[config.mk]
export PLATFORM = sky130hd
export DESIGN_NAME = cache_controller_flat
export DESIGN_NICKNAME = d
export VERILOG_FILES = /design/src/rtl/cache_pkg.sv /design/src/rtl/cache_controller_if.sv /design/src/rtl/cache_perf_counters.sv /design/src/rtl/cache_controller.sv /design/src/flat_wrapper.sv
export SDC_FILE = /design/constraint.sdc
export NUM_CORES = 1
export LEC_CHECK = 0
export CAP_MARGIN = 25
export CORE_MARGIN = 1
export CORE_UTILIZATION = 42
export DETAILED_ROUTE_END_ITERATION = 12
export PLACE_DENSITY = 0.77
export SYNTH_ARGS = -nofsm -noshare
export SYNTH_HDL_FRONTEND = slang
export SYNTH_HIERARCHICAL = 1
export SYNTH_SLANG_ARGS = --single-unit
[constraint.sdc]
create_clock -name clk -period 2.2 [get_ports clk]
set_input_delay 0.33 -clock clk [delete_from_list [all_inputs] [get_ports clk]]
set_output_delay 0.33 -clock clk [all_outputs]
set_load 0.01 [all_outputs]
[src/rtl/cache_pkg.sv]
// Shared types for the write-back cache controller: FSM state encoding and
// next-level memory operation codes.
package cache_pkg;

    typedef enum logic [2:0] {
        IDLE,
        LOOKUP,
        WB_REQ,
        WB_WAIT,
        FILL_REQ,
        FILL_WAIT,
        INSTALL,
        RESPOND
    } cache_state_t;

    localparam logic MEM_RD = 1'b0;
    localparam logic MEM_WR = 1'b1;

endpackage

[src/rtl/cache_controller_if.sv]
// CPU-side request/response handshake of the cache controller.
// master = CPU, slave = cache controller.
interface cache_controller_if #(
    parameter int ADDR_W = 32
);
    logic              req_valid;
    logic              req_ready;
    logic              req_we;
    logic [ADDR_W-1:0] req_addr;
    logic              resp_valid;
    logic              resp_ready;
    logic              resp_hit;
    logic              resp_err;

    modport master (
        output req_valid, req_we, req_addr, resp_ready,
        input  req_ready, resp_valid, resp_hit, resp_err
    );

    modport slave (
        input  req_valid, req_we, req_addr, resp_ready,
        output req_ready, resp_valid, resp_hit, resp_err
    );
endinterface

[src/rtl/cache_perf_counters.sv]
// Three saturating performance counters (hit / miss / writeback) driven by
// single-cycle increment strobes from the controller FSM.
module cache_perf_counters #(
    parameter int CNT_W = 16
) (
    input  logic             clk,
    input  logic             reset,
    input  logic             hit_inc,
    input  logic             miss_inc,
    input  logic             wb_inc,
    output logic [CNT_W-1:0] hit_cnt,
    output logic [CNT_W-1:0] miss_cnt,
    output logic [CNT_W-1:0] wb_cnt
);

    // Counters park at all-ones instead of wrapping.
    always_ff @(posedge clk or posedge reset) begin
        if (reset) begin
            hit_cnt  <= '0;
            miss_cnt <= '0;
            wb_cnt   <= '0;
        end else begin
            if (hit_inc && hit_cnt != '1)   hit_cnt  <= hit_cnt + CNT_W'(1);
            if (miss_inc && miss_cnt != '1) miss_cnt <= miss_cnt + CNT_W'(1);
            if (wb_inc && wb_cnt != '1)     wb_cnt   <= wb_cnt + CNT_W'(1);
        end
    end

endmodule

[src/rtl/cache_controller.sv]
// Sequencing FSM for one direct-mapped write-back cache level: lookup,
// writeback, fill and install against an external metadata block.
module cache_controller
    import cache_pkg::*;
#(
    parameter int NUM_SETS  = 4,
    parameter int SET_SIZE  = 2,
    parameter int TAG_SIZE  = 30,
    parameter int READ_ONLY = 0,
    parameter int CNT_W     = 16
) (
    input  logic                         clk,
    input  logic                         reset,
    cache_controller_if.slave            cpu,
    output logic [SET_SIZE-1:0]          set,
    output logic [TAG_SIZE-1:0]          tag,
    input  logic                         valid_block_match,
    input  logic                         valid_dirty_bit,
    input  logic [TAG_SIZE-1:0]          selected_tag,
    output logic                         clear_selected_valid_bit,
    output logic                         finish_new_line_install,
    output logic                         clear_selected_dirty_bit,
    output logic                         set_selected_dirty_bit,
    output logic                         mem_req_valid,
    input  logic                         mem_req_ready,
    output logic                         mem_req_we,
    output logic [TAG_SIZE+SET_SIZE-1:0] mem_req_addr,
    input  logic                         mem_resp_valid,
    output logic [CNT_W-1:0]             hit_cnt,
    output logic [CNT_W-1:0]             miss_cnt,
    output logic [CNT_W-1:0]             wb_cnt
);

    localparam bit RO = (READ_ONLY != 0);

    if (NUM_SETS != (1 << SET_SIZE)) begin : g_bad_sets
        $error("NUM_SETS must equal 2**SET_SIZE");
    end

    cache_state_t state;
    logic         we_q;
    logic         ro_write;
    logic         hit_inc;
    logic         miss_inc;
    logic         wb_inc;

    assign ro_write = RO && we_q;
    assign hit_inc  = (state == LOOKUP) && !ro_write && valid_block_match;
    assign miss_inc = (state == LOOKUP) && !ro_write && !valid_block_match;
    assign wb_inc   = !RO && (state == WB_WAIT) && mem_resp_valid;

    always_ff @(posedge clk or posedge reset) begin
        if (reset) begin
            state                    <= IDLE;
            we_q                     <= 1'b0;
            set                      <= '0;
            tag                      <= '0;
            cpu.req_ready            <= 1'b0;
            cpu.resp_valid           <= 1'b0;
            cpu.resp_hit             <= 1'b0;
            cpu.resp_err             <= 1'b0;
            mem_req_valid            <= 1'b0;
            mem_req_we               <= MEM_RD;
            mem_req_addr             <= '0;
            clear_selected_valid_bit <= 1'b0;
            finish_new_line_install  <= 1'b0;
            clear_selected_dirty_bit <= 1'b0;
            set_selected_dirty_bit   <= 1'b0;
        end else begin
            clear_selected_valid_bit <= 1'b0;
            finish_new_line_install  <= 1'b0;
            clear_selected_dirty_bit <= 1'b0;
            set_selected_dirty_bit   <= 1'b0;
            case (state)
                IDLE: begin
                    if (cpu.req_valid && cpu.req_ready) begin
                        we_q          <= cpu.req_we;
                        {tag, set}    <= cpu.req_addr;
                        cpu.req_ready <= 1'b0;
                        state         <= LOOKUP;
                    end else begin
                        cpu.req_ready <= 1'b1;
                    end
                end
                LOOKUP: begin
                    if (ro_write) begin
                        cpu.resp_valid <= 1'b1;
                        cpu.resp_hit   <= 1'b0;
                        cpu.resp_err   <= 1'b1;
                        state          <= RESPOND;
                    end else if (valid_block_match) begin
                        cpu.resp_valid         <= 1'b1;
                        cpu.resp_hit           <= 1'b1;
                        cpu.resp_err           <= 1'b0;
                        set_selected_dirty_bit <= we_q && !RO;
                        state                  <= RESPOND;
                    end else if (!RO && valid_dirty_bit) begin
                        // Victim address comes from the resident tag, sampled now
                        // while the metadata still points at the old line.
                        mem_req_valid <= 1'b1;
                        mem_req_we    <= MEM_WR;
                        mem_req_addr  <= {selected_tag, set};
                        state         <= WB_REQ;
                    end else begin
                        clear_selected_valid_bit <= 1'b1;
                        mem_req_valid            <= 1'b1;
                        mem_req_we               <= MEM_RD;
                        mem_req_addr             <= {tag, set};
                        state                    <= FILL_REQ;
                    end
                end
                WB_REQ: begin
                    if (mem_req_ready) begin
                        mem_req_valid <= 1'b0;
                        state         <= WB_WAIT;
                    end
                end
                WB_WAIT: begin
                    if (mem_resp_valid) begin
                        clear_selected_dirty_bit <= 1'b1;
                        clear_selected_valid_bit <= 1'b1;
                        mem_req_valid            <= 1'b1;
                        mem_req_we               <= MEM_RD;
                        mem_req_addr             <= {tag, set};
                        state                    <= FILL_REQ;
                    end
                end
                FILL_REQ: begin
                    if (mem_req_ready) begin
                        mem_req_valid <= 1'b0;
                        state         <= FILL_WAIT;
                    end
                end
                FILL_WAIT: begin
                    if (mem_resp_valid) begin
                        finish_new_line_install <= 1'b1;
                        set_selected_dirty_bit  <= we_q && !RO;
                        state                   <= INSTALL;
                    end
                end
                INSTALL: begin
                    cpu.resp_valid <= 1'b1;
                    cpu.resp_hit   <= 1'b0;
                    cpu.resp_err   <= 1'b0;
                    state          <= RESPOND;
                end
                RESPOND: begin
                    if (cpu.resp_ready) begin
                        cpu.resp_valid <= 1'b0;
                        cpu.req_ready  <= 1'b1;
                        state          <= IDLE;
                    end
                end
                default: state <= IDLE;
            endcase
        end
    end

    cache_perf_counters #(.CNT_W(CNT_W)) u_perf (
        .clk      (clk),
        .reset    (reset),
        .hit_inc  (hit_inc),
        .miss_inc (miss_inc),
        .wb_inc   (wb_inc),
        .hit_cnt  (hit_cnt),
        .miss_cnt (miss_cnt),
        .wb_cnt   (wb_cnt)
    );

endmodule

[src/flat_wrapper.sv]
// flat-port wrapper written by rule: the top's interface ports become plain ports
module cache_controller_flat import cache_pkg::*;
#(
    parameter int NUM_SETS  = 4,
    parameter int SET_SIZE  = 2,
    parameter int TAG_SIZE  = 30,
    parameter int READ_ONLY = 0,
    parameter int CNT_W     = 16
)
  (clk, reset, set, tag, valid_block_match, valid_dirty_bit, selected_tag, clear_selected_valid_bit, finish_new_line_install, clear_selected_dirty_bit, set_selected_dirty_bit, mem_req_valid, mem_req_ready, mem_req_we, mem_req_addr, mem_resp_valid, hit_cnt, miss_cnt, wb_cnt, cpu_req_valid, cpu_req_we, cpu_req_addr, cpu_resp_ready, cpu_req_ready, cpu_resp_valid, cpu_resp_hit, cpu_resp_err);
  cache_controller_if #(.ADDR_W((32))) cpu_i ();
  input  logic clk;
  input  logic reset;
  output logic [SET_SIZE-1:0] set;
  output logic [TAG_SIZE-1:0] tag;
  input  logic valid_block_match;
  input  logic valid_dirty_bit;
  input  logic [TAG_SIZE-1:0] selected_tag;
  output logic clear_selected_valid_bit;
  output logic finish_new_line_install;
  output logic clear_selected_dirty_bit;
  output logic set_selected_dirty_bit;
  output logic mem_req_valid;
  input  logic mem_req_ready;
  output logic mem_req_we;
  output logic [TAG_SIZE+SET_SIZE-1:0] mem_req_addr;
  input  logic mem_resp_valid;
  output logic [CNT_W-1:0] hit_cnt;
  output logic [CNT_W-1:0] miss_cnt;
  output logic [CNT_W-1:0] wb_cnt;
  input wire logic [$bits(cpu_i.req_valid)-1:0] cpu_req_valid;
  input wire logic [$bits(cpu_i.req_we)-1:0] cpu_req_we;
  input wire logic [$bits(cpu_i.req_addr)-1:0] cpu_req_addr;
  input wire logic [$bits(cpu_i.resp_ready)-1:0] cpu_resp_ready;
  output wire logic [$bits(cpu_i.req_ready)-1:0] cpu_req_ready;
  output wire logic [$bits(cpu_i.resp_valid)-1:0] cpu_resp_valid;
  output wire logic [$bits(cpu_i.resp_hit)-1:0] cpu_resp_hit;
  output wire logic [$bits(cpu_i.resp_err)-1:0] cpu_resp_err;
  assign cpu_i.req_valid = cpu_req_valid;
  assign cpu_i.req_we = cpu_req_we;
  assign cpu_i.req_addr = cpu_req_addr;
  assign cpu_i.resp_ready = cpu_resp_ready;
  assign cpu_req_ready = cpu_i.req_ready;
  assign cpu_resp_valid = cpu_i.resp_valid;
  assign cpu_resp_hit = cpu_i.resp_hit;
  assign cpu_resp_err = cpu_i.resp_err;
  cache_controller #(.NUM_SETS(NUM_SETS), .SET_SIZE(SET_SIZE), .TAG_SIZE(TAG_SIZE), .READ_ONLY(READ_ONLY), .CNT_W(CNT_W)) u_core (.clk(clk), .reset(reset), .cpu(cpu_i), .set(set), .tag(tag), .valid_block_match(valid_block_match), .valid_dirty_bit(valid_dirty_bit), .selected_tag(selected_tag), .clear_selected_valid_bit(clear_selected_valid_bit), .finish_new_line_install(finish_new_line_install), .clear_selected_dirty_bit(clear_selected_dirty_bit), .set_selected_dirty_bit(set_selected_dirty_bit), .mem_req_valid(mem_req_valid), .mem_req_ready(mem_req_ready), .mem_req_we(mem_req_we), .mem_req_addr(mem_req_addr), .mem_resp_valid(mem_resp_valid), .hit_cnt(hit_cnt), .miss_cnt(miss_cnt), .wb_cnt(wb_cnt));
endmodule
==> summary.txt <==
Status
  – Status: complete, no violations

Worst setup path
  – Critical-path maximum fanout: 9
  – CP Capture Type: register
  – WP data arrival: 2370 ps
  – Reg2Reg Setup Slack: 130 ps
  – Critical path required time: 2500 ps
  – Critical path launch point type: register
  – Critical setup path kind: register to register

Global route
  – Met2 usage: 37.0%
  – GRT Residual Overflow: 0
  – Pin count of the biggest net entering global routing: 47
  – Vias in the first global route: 4982
  – Most heavily used metal layer in global routing: met2
  – Antenna violations before repair: 0
  – M1 GR Usage: 28.9%
  – Routing usage on met3: 6.13%
  – Total track usage: 22.6%
  – First-pass GRT wire length: 25400 µm

Die
  – Die Area: 14400 µm²
  – Die W: 120 µm
  – Rows: 42
  – Die Ht: approximately 120 µm
  – Area of the core: between 10000 and 15000 µm²
  – I/O pin cnt: 193
  – Initial core utilization: a little over two fifths

Synth
  – Top-area cell type share of the netlist area: 53.6%
  – Syn. warnings: 6
  – Post-synth top area cell: dfrtp_1
  – Avg Inst Size Synth: 10.9 µm²
  – Synth Instances: approximately 540
  – Area contributors post-synth: dfrtp_1, mux2_4, a21oi_1, nand2_1, xnor2_1
  – Register bit count reported by yosys: 125
  – Yosys cell types: 56
  – Post-synth top flop: dfrtp_1
  – Net Count, Synth: a little over 600
  – Fraction of registers with async set/reset: 100%
  – Number of flops mapped to enable cells by yosys: 0
  – Seq/Total Area, Yosys: 53.6%
  – Post-synthesis instance area: 5840 µm²

Pwr
  – Power Total: 10.3 mW
  – Power Dens Cells: roughly 1200 nW/µm²
  – Max rail drop VDD: 0.000535 V
  – Leak Pwr: 3.69 nW

Final layout
  – Antenna cells: 0
  – Post-Layout Cell Count: 928
  – Commonest non-fill, non-tap cells in the layout: clkdlybuf4s50_1, dfrtp_1, a21oi_1
  – Share of cells above drive strength 1: 13.2%
  – Most common cell after layout, fill and taps aside: clkdlybuf4s50_1
  – Post-route cell area: 8600 µm²
  – Nets: 813
  – Area growth syn-to-layout: 47.3%

Place
  – Setup WS pre-CTS: -12.2 ps
  – Gp weighted congestion: 0.813
  – Placed instance area: around 8000 µm²
  – PortBufs: 191
  – Hpwl dp: ~11000 µm
  – Placed insts: approximately 900

Timing
  – Post-route minimum period: approximately 2100 ps
  – Min setup slack post-route: 131 ps
  – Setup violators final: 0
  – RSZ-0062 raised after global routing: false
  – Final setup skew: 5.57 ps
  – Final slew viol count: 0
  – Hold Fails Final Rpt: 0
  – Hold slack: 251 ps
  – Slew HR: 52.4%
  – Least-Margin Pin Slew: 714 ps
  – Achievable Freq: 483 MHz
  – Final cycle utilization of the critical path: about 94%

Clocking
  – Sink Count: 125
  – Longest Clk Path Bufs: 2
  – Total CTS buffers: 17
  – H-tree depth: 4
  – Clock transition at path regs: approximately 60 ps
  – Root buf cell: clkbuf_16
  – CTS tree: yes
  – Clk_lat worst skew: 410 ps
  – Post-CTS Setup Repair Bufs: 0

Routing
  – Iter 0 DRT Violations: ~320
  – Routed wire length: 15900 µm
  – Vias per cell: 5.30
  – DR WL/cell: about 17 µm
  – Number of remaining DRC errors: 0
  – Total vias in the final route: 4921
  – Post-route ant nets: 0
  – Initial DRT Pass Iterations: 4

Hold path
  – Worst min path class: input port to asynchronous set/reset pin

Run
  – MaxCap Viol Count: 0
==> per-stage QoR <==
| stage | setup TNS [ps] | util (%) |
|---|---|---|
| finish | 0 | 64.2 |
| global route | 0 | 64.2 |
| CTS | 0 | 64.1 |
| detailed placement | -12.2 | 59.5 |
| global placement | 0 | 59.5 |
| floorplan | 0 | - |
==> worst paths after layout <==
check	from	end	depth (start not counted)
setup reg to reg	u_core/state[2]	u_core/u_perf/wb_cnt[10]	6
min in group clk	cpu_req_we	u_core/we_q	3
max in group asynchronous	reset	u_core/tag[11]	3
hold reg to reg	u_core/mem_req_addr[0]	u_core/mem_req_addr[0]	2
hold / removal	reset	u_core/u_perf/miss_cnt[15]	2
setup / recovery	u_core/state[2]	u_core/u_perf/wb_cnt[10]	6
==> layer usage <==
| metal | vias to the layer above | routed length [µm] |
|---|---|---|
| met5 | - | 0 |
| met4 | 0 | 235 |
| met3 | 21 | 1070 |
| met2 | 197 | 7720 |
| met1 | 2410 | 6900 |
| li1 | 2293 | - |
==> cells by family after synthesis <==
group	synth area share, %
simple gates	16.1
flops	53.6
compound gates	11.2
mux	9.45
xor+xnor	5.25
buf+inv	3.81
fa+ha+maj	0.643
other cells	0.0642
==> final cells by class <==
| type | count | area, µm² |
|---|---|---|
| Timing Repair Buffer | 209 | 2100 |
| Fill cell | 1028 | 4800 |
| Multi-Input combinational cell | 377 | 2510 |
| Clock buffer | 18 | 439 |
| Sequential cell | 125 | 3130 |
| Tap cell | 176 | 220 |
| Inverter | 9 | 37.5 |
| Clock inverter | 14 | 169 |
==> what timing repair did <==
action | in CTS | in global routing
hold buffers | 0 | 0
resized for setup | 0 | 2
endpoints found under the setup margin | 0 | 3
==> Yosys cell counts, types with 4 or more instances <==
library cell / number
o21ai_0: 14
mux2_1: 7
nor3_1: 8
nor2_1: 46
dfrtp_1: 125
xnor2_1: 24
buf_2: 13
inv_1: 9
a21oi_1: 70
nand3_1: 19
buf_4: 4
nand2_1: 64
nand4_1: 12
mux2_4: 28
and4_1: 8
xor2_1: 11
and3_1: 10
==> critical path: stages, from the launching register on <==
cell and delay, ps:
dfrtp_1 490, nor2b_4 250, and3_1 220, nand3_1 210, a311oi_2 440, nand4_1 180, xnor2_1 160
==> sequential cells by signal (all words and copies together) (netlist names), 2 cells and up <==
name and flops:
u_core/u_perf/hit_cnt 16, u_core/state 3, u_core/set 2, u_core/u_perf/miss_cnt 16, u_core/tag 30, u_core/u_perf/wb_cnt 16, u_core/mem_req_addr 32
==> power breakdown <==
part / total, mW / leakage, nW / switching, mW / internal, mW
registers: 3.63 / 1.57 / 0.570 / 3.06
logic: 3.80 / 1.83 / 1.63 / 2.17
clock network: 2.84 / 0.284 / 1.03 / 1.81
total: 10.3 / 3.69 / 3.23 / 7.04
Note: power is estimated with default switching activity, not from simulation.
